===== src/rtl/logic_unit_arbiter.sv =====
`default_nettype none
// ============================================================================
// Module      : logic_unit_arbiter
// Description : Shares one WIDTH-bit bitwise logic unit (AND/OR/XOR/NOR)
//               among NREQ valid/ready requesters. One request is accepted
//               at a time, executed in a registered stage, and returned on
//               a single back-pressured response channel with its owner id.
//               Optional feature macro: LOGIC_ARB_ROUND_ROBIN_EN
//               (defined = round-robin grant, undefined = fixed priority).
// Revision    : 1.0 - initial release
// ============================================================================
module logic_unit_arbiter #(
    parameter int NREQ  = 4,
    parameter int WIDTH = 32
) (
    input  logic                       clk,
    input  logic                       reset,
    input  logic [NREQ-1:0]            req_valid,
    output logic [NREQ-1:0]            req_ready,
    input  logic [2*NREQ-1:0]          req_op,
    input  logic [WIDTH*NREQ-1:0]      req_a,
    input  logic [WIDTH*NREQ-1:0]      req_b,
    output logic                       rsp_valid,
    input  logic                       rsp_ready,
    output logic [WIDTH-1:0]           rsp_data,
    output logic [$clog2(NREQ)-1:0]    rsp_id
);

    localparam int IDW = $clog2(NREQ);

    localparam logic [1:0] S_IDLE = 2'd0;
    localparam logic [1:0] S_EXEC = 2'd1;
    localparam logic [1:0] S_RESP = 2'd2;

    localparam logic [1:0] OP_AND = 2'b00;
    localparam logic [1:0] OP_OR  = 2'b01;
    localparam logic [1:0] OP_XOR = 2'b10;
    localparam logic [1:0] OP_NOR = 2'b11;

    logic [1:0]       r_state;
    logic [1:0]       w_next_state;

    logic             w_any;
    logic [IDW-1:0]   w_gnt_idx;
    logic             w_accept;

    logic [WIDTH-1:0] w_sel_a;
    logic [WIDTH-1:0] w_sel_b;
    logic [1:0]       w_sel_op;

    logic [WIDTH-1:0] r_a;
    logic [WIDTH-1:0] r_b;
    logic [1:0]       r_op;
    logic [IDW-1:0]   r_id;

    logic [WIDTH-1:0] w_result;
    logic [WIDTH-1:0] r_rsp_data;
    logic [IDW-1:0]   r_rsp_id;

    assign w_any    = |req_valid;
    assign w_accept = (r_state == S_IDLE) && w_any;

`ifdef LOGIC_ARB_ROUND_ROBIN_EN
    // Last granted index; search begins one past it so that out of reset
    // (pointer = NREQ-1) requester 0 has top priority.
    logic [IDW-1:0] r_ptr;

    // Round-robin grant: pick the valid requester with the smallest
    // circular distance from (r_ptr + 1).
    always_comb begin
        int w_best;
        int w_dist;
        w_gnt_idx = '0;
        w_best    = NREQ;
        w_dist    = 0;
        for (int i = 0; i < NREQ; i++) begin
            w_dist = i - int'(r_ptr) - 1;
            if (w_dist < 0) begin
                w_dist = w_dist + NREQ;
            end
            if (req_valid[i] && (w_dist < w_best)) begin
                w_best    = w_dist;
                w_gnt_idx = IDW'(i);
            end
        end
    end

    // Pointer moves only when a request is actually accepted.
    always_ff @(posedge clk or posedge reset) begin
        if (reset) begin
            r_ptr <= IDW'(NREQ - 1);
        end else if (w_accept) begin
            r_ptr <= w_gnt_idx;
        end
    end
`else
    // Fixed priority grant: the lowest valid index wins.
    always_comb begin
        logic w_found;
        w_gnt_idx = '0;
        w_found   = 1'b0;
        for (int i = 0; i < NREQ; i++) begin
            if (req_valid[i] && !w_found) begin
                w_found   = 1'b1;
                w_gnt_idx = IDW'(i);
            end
        end
    end
`endif

    // Operand/opcode mux for the granted requester.
    always_comb begin
        w_sel_a  = '0;
        w_sel_b  = '0;
        w_sel_op = OP_AND;
        for (int i = 0; i < NREQ; i++) begin
            if (w_gnt_idx == IDW'(i)) begin
                w_sel_a  = req_a[WIDTH*i +: WIDTH];
                w_sel_b  = req_b[WIDTH*i +: WIDTH];
                w_sel_op = req_op[2*i +: 2];
            end
        end
    end

    // State register.
    always_ff @(posedge clk or posedge reset) begin
        if (reset) begin
            r_state <= S_IDLE;
        end else begin
            r_state <= w_next_state;
        end
    end

    // Next-state logic.
    always_comb begin
        w_next_state = r_state;
        case (r_state)
            S_IDLE:  if (w_any) w_next_state = S_EXEC;
            S_EXEC:  w_next_state = S_RESP;
            S_RESP:  if (rsp_ready) w_next_state = S_IDLE;
            default: w_next_state = S_IDLE;
        endcase
    end

    // Output decode: one-hot ready in IDLE only, valid while in RESP.
    always_comb begin
        req_ready = '0;
        for (int i = 0; i < NREQ; i++) begin
            req_ready[i] = w_accept && (w_gnt_idx == IDW'(i));
        end
        rsp_valid = (r_state == S_RESP);
    end

    // Bitwise logic unit evaluated on the latched operands.
    always_comb begin
        case (r_op)
            OP_AND:  w_result = r_a & r_b;
            OP_OR:   w_result = r_a | r_b;
            OP_XOR:  w_result = r_a ^ r_b;
            OP_NOR:  w_result = ~(r_a | r_b);
            default: w_result = '0;
        endcase
    end

    // Capture the granted request, then register its result and owner.
    always_ff @(posedge clk or posedge reset) begin
        if (reset) begin
            r_a        <= '0;
            r_b        <= '0;
            r_op       <= OP_AND;
            r_id       <= '0;
            r_rsp_data <= '0;
            r_rsp_id   <= '0;
        end else begin
            if (w_accept) begin
                r_a  <= w_sel_a;
                r_b  <= w_sel_b;
                r_op <= w_sel_op;
                r_id <= w_gnt_idx;
            end
            if (r_state == S_EXEC) begin
                r_rsp_data <= w_result;
                r_rsp_id   <= r_id;
            end
        end
    end

    assign rsp_data = r_rsp_data;
    assign rsp_id   = r_rsp_id;

endmodule
`default_nettype wire


===== config.mk =====
export PLATFORM = sky130hd
export DESIGN_NAME = logic_unit_arbiter
export DESIGN_NICKNAME = d
export VERILOG_FILES = /design/src/rtl/logic_unit_arbiter.sv
export SDC_FILE = /design/constraint.sdc
export NUM_CORES = 1
export LEC_CHECK = 0
export BUFFER_PORTS_ARGS = -buffer_cell sky130_fd_sc_hd__buf_2
export CAP_MARGIN = 25
export CORE_UTILIZATION = 54
export DETAILED_ROUTE_END_ITERATION = 7
export PLACE_DENSITY_LB_ADDON = 0.08
export SLEW_MARGIN = 20
export SYNTH_ARGS = -nofsm -noshare
export SYNTH_HDL_FRONTEND = slang
export SYNTH_SLANG_ARGS = --single-unit

===== constraint.sdc =====
create_clock -name clk -period 5.5 [get_ports clk]
set_input_delay 0.55 -clock clk [delete_from_list [all_inputs] [get_ports clk]]
set_output_delay 0.55 -clock clk [all_outputs]
set_load 0.05 [all_outputs]

==> out/results.txt, run 1 <==
Yosys cell types: 31
endpoints failing hold: 0
status: complete, no violations
Hold Buf Count CTS: 0
Yosys reg bits: 104
die area: 14,900 µm²
Mapped Nets: 1,270
Setup violations, final: 0
proportion of netlist area held by the largest area contributor: 0.333
VDD IR max: 238 µV
CTS Buf Count: 9
normalized max-slew margin: 0.362
Routed Antenna Nets: 0
routed via count: 7,733
FF-to-FF End: r_b[30]
GRT overflow: 0
drt via density: 5.66
R2R setup slack: 2.82 ns
first-pass GRT wire length: 34,800 µm
Fillers: 1,237
Post-CTS Setup Repair Bufs: 0
Core ar.: 14,000 µm²
Clock Latency Late Sink: 0.36 ns
Met3 Wirelength: 1530 µm
reg2reg path depth: 6
initial DRC count: 420
clk sinks: 104
share of cells above drive strength 1: 0.290
Max Cap Viol: 0
synth top area cells: dfrtp_1 (33%), ha_1 (10%), a211o_1 (7.4%)
largest stage delay on the critical path: 0.67 ns
port bufs: 309
highest routed layer: met4
WL final: 22,300 µm
Tmin final: 3.23 ns
Layout Nets: 1,514
gpl congestion: 0.772
WP data arrival: 2.68 ns
worst path cell trace: buf_4 -> buf_4 -> inv_1 -> nor4_1 -> buf_2
Hold WC Path Type: primary input to async pin
Post-Synthesis Cells: 935
clock skew: 0.00602 ns
RSZ-0062 raised after global routing: false
Lkg Pwr: 0.00507 µW
Die H: 122 µm
Final period util: 0.587
# rows: 43
vias in the first global route: 7,284
synth warn: 0
CTS tree: yes
Avg Cell Area, Syn: 8.35 µm²
Post-DP HPWL: 15,500 µm
clock root cell: clkbuf_16
largest fanout on the critical path: 72
Worst Max-Slew Pin Slew: 0.955 ns
crit path kind: primary input to output pin
setup TNS: 0 ns
DRC violation count after routing: 0
met2 routed WL: 10,900 µm
Worst Setup End Kind: output pin
crit start category: primary input
number of H-tree levels: 3
Setup crit start: req_valid[1]
leading area contributor after synthesis: dfrtp_1
Worst EP required: 4.95 ns
die width: 122 µm
Clock transition at path regs: 0.07 ns
maximum clock rate: 310 MHz
Slew Limit Fails: 0
area delta synth->final: 22.3%
met1 WL: 9240 µm
Tot GR Track Use: 0.300
final core occ: 0.682
cell repeated most along the worst path: buf_4
CP max stage cell: buf_4
top-level port count: 310
DRT Pass-1 Iters: 5
Mapped Area: 7800 µm²
largest net degree at the start of global routing: 73
sequential share of the synthesized area: 0.333
post-cts gate resize count: 0
Avg WL per Cell: 16.3 µm
power per cell area: 486 nW/µm²
Starting Density: 0.558
Bufs on Longest Clock Path: 2
RR Startpoint: r_state[0]
initial antenna violation count: 3
[logic make-up after synthesis]
kind of cell    share of synthesized area
xor+xnor                           0.0359
mux                                0.0439
compound gates                      0.324
flops                               0.333
buf+inv                             0.119
fa+ha+maj                           0.103
simple gates                       0.0409
[report_power, final]
group,switching (µW),internal (µW),leakage [µW],total [µW]
Clock,275,317,0.000127,592
Combinational,1610,1030,0.00365,2630
Sequential,287,1130,0.00130,1420
Total,2170,2470,0.00507,4640
[cells in the mapped netlist (all sizes together)]
master  count
nor2b       1
dfrtp     104
nor2       35
o22ai      64
and3        1
mux2i      32
a21oi     100
and2        1
o32a        1
or2         1
a211o      66
nand2b      2
inv       134
a22oi      66
o21a        1
o21bai      1
clkbuf     50
nand2      35
xnor2      32
buf        37
nor4        1
mux2        2
o21ai     101
o31ai       1
nor3        2
ha         64
[area by class of cell]
cell class / count / area, µm² / area share
timing repair buffer: 320 / 1640 / 0.172
tap: 180 / 225 / 0.0236
inverter: 134 / 507 / 0.0531
sequential: 104 / 2610 / 0.273
multi-input combinational: 610 / 4290 / 0.450
antenna: 3 / 7.51 / 0.000787
clock inverter: 1 / 5.00 / 0.000524
clock buffer: 14 / 254 / 0.0266
[critical path: cells and delay by family]
kind / cells / cell delay (ns)
simple gates: 1 / 0.40
buf+inv: 4 / 1.70
[stage by stage]
| stage | std cells | worst slack (ns) | power (µW) | cell area [µm²] | hold WS, ns |
|---|---|---|---|---|---|
| finish | 1366 | 2.27 | 4640 | 9540 | 0.287 |
| global route | 1365 | 2.15 | 5040 | 9540 | 0.357 |
| CTS | 1362 | 2.32 | 4660 | 9520 | 0.319 |
| detailed placement | 1347 | 2.32 | 4050 | 9260 | 0.468 |
| global placement | 1347 | 2.34 | 3940 | 9260 | 0.456 |
| floorplan | 935 | 2.22 | 3500 | 7800 | 0.466 |
[metal layers]
layer,global-route usage,vias to the layer above
li1,-,3778
met1,0.367,3607
met2,0.519,309
met3,0.0502,39
met4,0.127,0
met5,0,-
[registers in the layout, indices dropped and copies added, names as in the netlist]
| register | count |
|---|---|
| r_a | 32 |
| r_b | 32 |
| rsp_data | 32 |
| r_id | 2 |
| r_op | 2 |
| r_state | 2 |
| rsp_id | 2 |
[placed cells by master, fill, tap and decap left out]
cell type	instances
o21a_1	1
nor2_1	35
dfrtp_4	1
o31ai_4	1
nor3_1	2
o21ai_0	96
a22oi_1	66
nor2b_4	1
diode_2	3
and3_1	1
o22ai_1	64
nand2b_2	1
o21bai_4	1
or2_4	1
inv_1	132
o32a_1	1
mux2i_1	32
nand2b_1	1
buf_12	1
xnor2_1	32
a21oi_1	100
nor4_1	1
a211o_1	66
clkbuf_1	4
inv_4	1
dfrtp_1	102
ha_1	64
clkinv_2	2
clkbuf_16	9
o21ai_1	5
dfrtp_2	1
buf_2	308
nand2_1	34
clkbuf_8	1
and2_1	1
mux2_2	2
buf_4	11
nand2_2	1
[worst max path at each step]
stage                    to  slack [ns]  cells past startpoint
6_report       req_ready[1]        2.27                      5
5_1_grt        req_ready[1]        2.15                      5
4_1_cts        req_ready[1]        2.32                      5
3_5_place_dp   req_ready[1]        2.32                      5
3_3_place_gp   req_ready[1]        2.34                      5
2_1_floorplan        r_a[0]        2.22                      1
Note: power is estimated with default switching activity, not from simulation.
==> run 2, diff against run 1 <==
- ABC_AREA: not set -> 1
- CORE_UTILIZATION: 54 -> 51
- clock period: 5.5 -> 3 ns (I/O delays scaled with it)
==> out/results.txt, run 2 <==
synth top area cells: dfrtp_1 (31%), nand2_1 (19%), nand3_1 (13%)
RSZ-0062 raised after global routing: false
Sequential Area: 2600 µm²
Clock Latency Late Sink: 0.36 ns
Multi-input gate area: 4840 µm²
Tot GR Track Use: 0.326
Mapped Area: 8350 µm²
Starting Density: 0.524
first-pass GRT wire length: 42,300 µm
Avg WL per Cell: 15.0 µm
Final Instance Area: 10,400 µm²
post-cts gate resize count: 0
drt via density: 5.19
VDD IR max: 484 µV
routed via count: 9,451
synth warn: 0
count leader, synth: nand2_1
most common cell after layout, fill and taps aside: nand2_1
Bufs on Longest Clock Path: 2
Layout Nets: 1,930
Mapped Nets: 1,684
Hold Buf Count CTS: 0
Hold WC Path Type: primary input to async pin
ys flop type: dfrtp_1
Non-Filler Instances: 1,820
Post-DP HPWL: 19,500 µm
crit path kind: flop to output pin
Final period util: 0.776
top-level port count: 310
Setup violations, final: 0
initial antenna violation count: 5
Yosys reg bits: 104
setup TNS: 0 ns
WL final: 27,400 µm
largest net degree at the start of global routing: 105
power per cell area: 899 nW/µm²
EDFF count, synth: 0
die area: 16,900 µm²
clock skew: 0.0115 ns
Routed Antenna Nets: 0
Slew Limit Fails: 0
RR Startpoint: r_state[0]
Yosys cell types: 20
Placed Instance Area: 10,000 µm²
Setup crit start: r_state[0]
Sw Ratio: 0.509
Max Cap Viol: 0
DRT Pass-1 Iters: 7
most common library cells after synthesis: nand2_1 (417), nand3_1 (223), nor2_1 (201), inv_1 (139), dfrtp_1 (104)
die width: 130 µm
DP Cell Count: 1,800
most frequent cells in the layout: nand2_1 (415), buf_2 (309), nand3_1 (223)
initial DRC count: 624
final core occ: 0.650
number of H-tree levels: 3
Worst Max-Slew Pin Slew: 0.679 ns
DRC violation count after routing: 0
Clock transition at path regs: 0.07 ns
port bufs: 309
GRT overflow: 0
Worst EP required: 2.70 ns
largest fanout on the critical path: 29
Fillers: 1,543
Tmin final: 2.33 ns
Worst Setup End Kind: output pin
area delta synth->final: 24.1%
combinational power share: 0.566
normalized max-slew margin: 0.547
clk sinks: 104
Lkg Pwr: 0.00608 µW
vias in the first global route: 8,155
Post-CTS Setup Repair Bufs: 0
proportion of netlist area held by the largest area contributor: 0.312
CTS tree: yes
net switching power: 4740 µW
Internal: 4570 µW
Core ar.: 15,900 µm²
gpl congestion: 0.949
endpoints failing hold: 0
crit start category: flop
# rows: 46
clock share of power: 0.138
Die H: 130 µm
leading area contributor after synthesis: dfrtp_1
share of cells above drive strength 1: 0.221
Avg Cell Area, Syn: 6.19 µm²
ys async rst share: 1.00
sequential share of the synthesized area: 0.312
Post-Synthesis Cells: 1,349
CTS Buf Count: 9
WP data arrival: 2.03 ns
status: complete, no violations
Sequential Power Share: 0.296
clock root cell: clkbuf_16
maximum clock rate: 429 MHz
run 2: changes by cell type after synthesis, moves of 30 or more:
cell / change
nor3_1: +30
mux2i_1: -32
xnor2_1: -32
nand2_1: +382
a211o_1: -66
o22ai_1: -64
o21ai_0: -91
nand3_1: +223
a31oi_1: +32
nor2_1: +166
a21oi_1: -68
a22oi_1: -66
run 2: metrics by stage:
step | hold slack (ns) | power, µW | worst slack, ns
after floorplan | 0.441 | 6580 | 0.309
after global placement | 0.451 | 7890 | 0.962
after detailed placement | 0.461 | 8010 | 0.937
after CTS | 0.130 | 9340 | 0.641
after global routing | 0.121 | 10200 | 0.595
final | 0.0303 | 9320 | 0.672
run 2: area by class of cell:
class                           instances  share of cell area
Antenna cell                            4            0.000966
Clock buffer                           13              0.0271
Clock inverter                          3             0.00459
Inverter                              143              0.0522
Multi-Input combinational cell       1010               0.467
Sequential cell                       104               0.251
Tap cell                              216              0.0261
Timing Repair Buffer                  327               0.171
run 2: path summary, 6_finish.rpt:
path / to / slack, ns / cells after the start
setup / recovery: req_ready[2] / 0.67 / 4
hold / removal: r_b[3] / 0.03 / 3
setup reg to reg: r_b[25] / 1.10 / 6
hold reg to reg: rsp_id[1] / 0.47 / 2
max in group asynchronous: r_b[11] / 2.39 / 3
min in group clk: r_state[1] / 0.18 / 4
run 2: cells by family after synthesis:
kind of cell / after synthesis / synth area share
buffers and inverters: 235 / 0.112
and+or+nand+nor: 877 / 0.435
adders and majority gates: 64 / 0.0959
AOI/OAI and AO/OA: 69 / 0.0461
DFF: 104 / 0.312
run 2: power groups by stage:
stage	combinational (µW)	clock, µW	sequential [µW]
floorplan	3230	0	3350
global placement	5150	0	2730
detailed placement	5260	0	2760
CTS	5290	1310	2740
global route	5990	1360	2840
finish	5270	1290	2760
run 2: critical path: stages (launching register included):
cell	delay (ns)
dfrtp_1	0.41
nor2_1	0.35
nand2_4	0.30
nor4_1	0.29
buf_2	0.32
run 2: per-layer routing:
layer,track usage,vias to the layer above,routed length [µm]
met3,0.0603,47,2150
met4,0.101,2,633
li1,-,4731,-
met5,0,-,10
met2,0.513,424,12300
met1,0.455,4247,12300
==> run 3, diff against run 2 <==
- ABC_AREA: 1 -> 0
- CORE_UTILIZATION: 51 -> 50
- clock period: 3 -> 2.2 ns (I/O delays scaled with it)
==> out/results.txt, run 3 (synthesized netlist as in run 1, its figures left out) <==
CP max stage cell: dfrtp_1
clk sinks: 104
clock root cell: clkbuf_16
Post-DP HPWL: 16,600 µm
routed via count: 7,767
CTS Buf Count: 9
Worst Max-Slew Pin Slew: 0.575 ns
DRT Pass-1 Iters: 5
# rows: 45
Clock Latency Late Sink: 0.35 ns
WP data arrival: 1.71 ns
DRC violation count after routing: 0
Non-Filler Instances: 1,385
first-pass GRT wire length: 37,200 µm
gpl congestion: 0.816
Bufs on Longest Clock Path: 2
share of cells above drive strength 1: 0.300
Starting Density: 0.513
setup TNS: 0 ns
RSZ-0062 raised after global routing: false
Sequential Area: 2610 µm²
crit path kind: flop to output pin
Slew Limit Fails: 0
Layout Nets: 1,525
maximum clock rate: 518 MHz
Hold WC Path Type: primary input to async pin
die area: 16,100 µm²
worst path cell trace: nor2_1 -> buf_4 -> and2_1 -> buf_2
port bufs: 309
normalized max-slew margin: 0.616
Lkg Pwr: 0.00517 µW
Tmin final: 1.93 ns
Clock transition at path regs: 0.07 ns
Tot GR Track Use: 0.293
largest net degree at the start of global routing: 105
GRT overflow: 0
area delta synth->final: 25.4%
top-level port count: 310
post-cts gate resize count: 0
clock skew: 0.00955 ns
final core occ: 0.644
Worst Setup End Kind: output pin
DP Cell Count: 1,367
Die H: 127 µm
endpoints failing hold: 0
Multi-input gate area: 4300 µm²
CTS tree: yes
Setup violations, final: 0
Power Total: 12,100 µW
Fillers: 1,380
VDD IR max: 640 µV
initial antenna violation count: 2
worst hold slack: 0.00851 ns
Final period util: 0.878
Hold Buf Count CTS: 0
die width: 127 µm
largest fanout on the critical path: 7
Core ar.: 15,200 µm²
number of H-tree levels: 3
Max Cap Viol: 0
largest stage delay on the critical path: 0.46 ns
most frequent cells in the layout: buf_2 (308), inv_1 (132), dfrtp_1 (102)
Post-CTS Setup Repair Bufs: 0
Worst EP required: 1.98 ns
Routed Antenna Nets: 0
crit start category: flop
Avg WL per Cell: 16.4 µm
vias in the first global route: 7,449
initial DRC count: 509
WL final: 22,800 µm
status: complete, no violations
most common cell after layout, fill and taps aside: buf_2
drt via density: 5.61
power per cell area: 1230 nW/µm²
-- run 3: cell count changes in the layout (fill, tap and decap cells not counted), moves of 6 or more --
cell / change
nand3_1: -223
o21ai_0: +91
a31oi_1: -32
o22ai_1: +64
xnor2_1: +32
inv_1: -6
a22oi_1: +66
nand2_1: -381
a21oi_1: +68
nor2_1: -166
nor3_1: -30
mux2i_1: +32
a211o_1: +66
-- run 3: power breakdown --
| group | switching (µW) | total [µW] | internal, µW |
|---|---|---|---|
| Sequential | 648 | 3470 | 2820 |
| Clock | 732 | 1730 | 999 |
| Combinational | 4100 | 6860 | 2750 |
-- run 3: cell type report --
| type | count | share of cell area |
|---|---|---|
| sequential | 104 | 0.267 |
| inverter | 134 | 0.0519 |
| clock inverter | 5 | 0.00831 |
| antenna | 2 | 0.000512 |
| timing repair buffer | 331 | 0.185 |
| tap | 188 | 0.0240 |
| multi-input combinational | 610 | 0.439 |
| clock buffer | 11 | 0.0238 |
-- run 3: layer usage --
layer,track usage,up-vias,part of all wire
li1,-,3806,-
met1,0.363,3667,0.43
met2,0.514,255,0.49
met3,0.0409,39,0.055
met4,0.114,0,0.026
met5,0,-,0
-- run 3: final timing paths --
path	from	depth (start not counted)	slack, ns	end
max	r_state[0]	4	0.27	req_ready[0]
min	reset	3	0.009	rsp_data[11]
max reg2reg	r_state[0]	6	0.32	r_b[9]
min reg2reg	rsp_data[11]	2	0.47	rsp_data[11]
max in group asynchronous	reset	3	1.70	r_op[1]
min in group clk	rsp_ready	2	0.10	r_state[1]
-- run 3: per-stage QoR --
stage                     cell area [µm²]  setup WS, ns
final                                9780         0.269
after detailed placement             9460         0.298
after global routing                 9780         0.122
after floorplan                      7810        0.0785
after global placement               9460         0.366
after CTS                            9780         0.262
-- run 3: worst max-delay path: cells and delay by family (launching register included) --
kind	cells	cell delay, ns
buffers and inverters	2	0.46
DFF	1	0.46
and+or+nand+nor	2	0.44
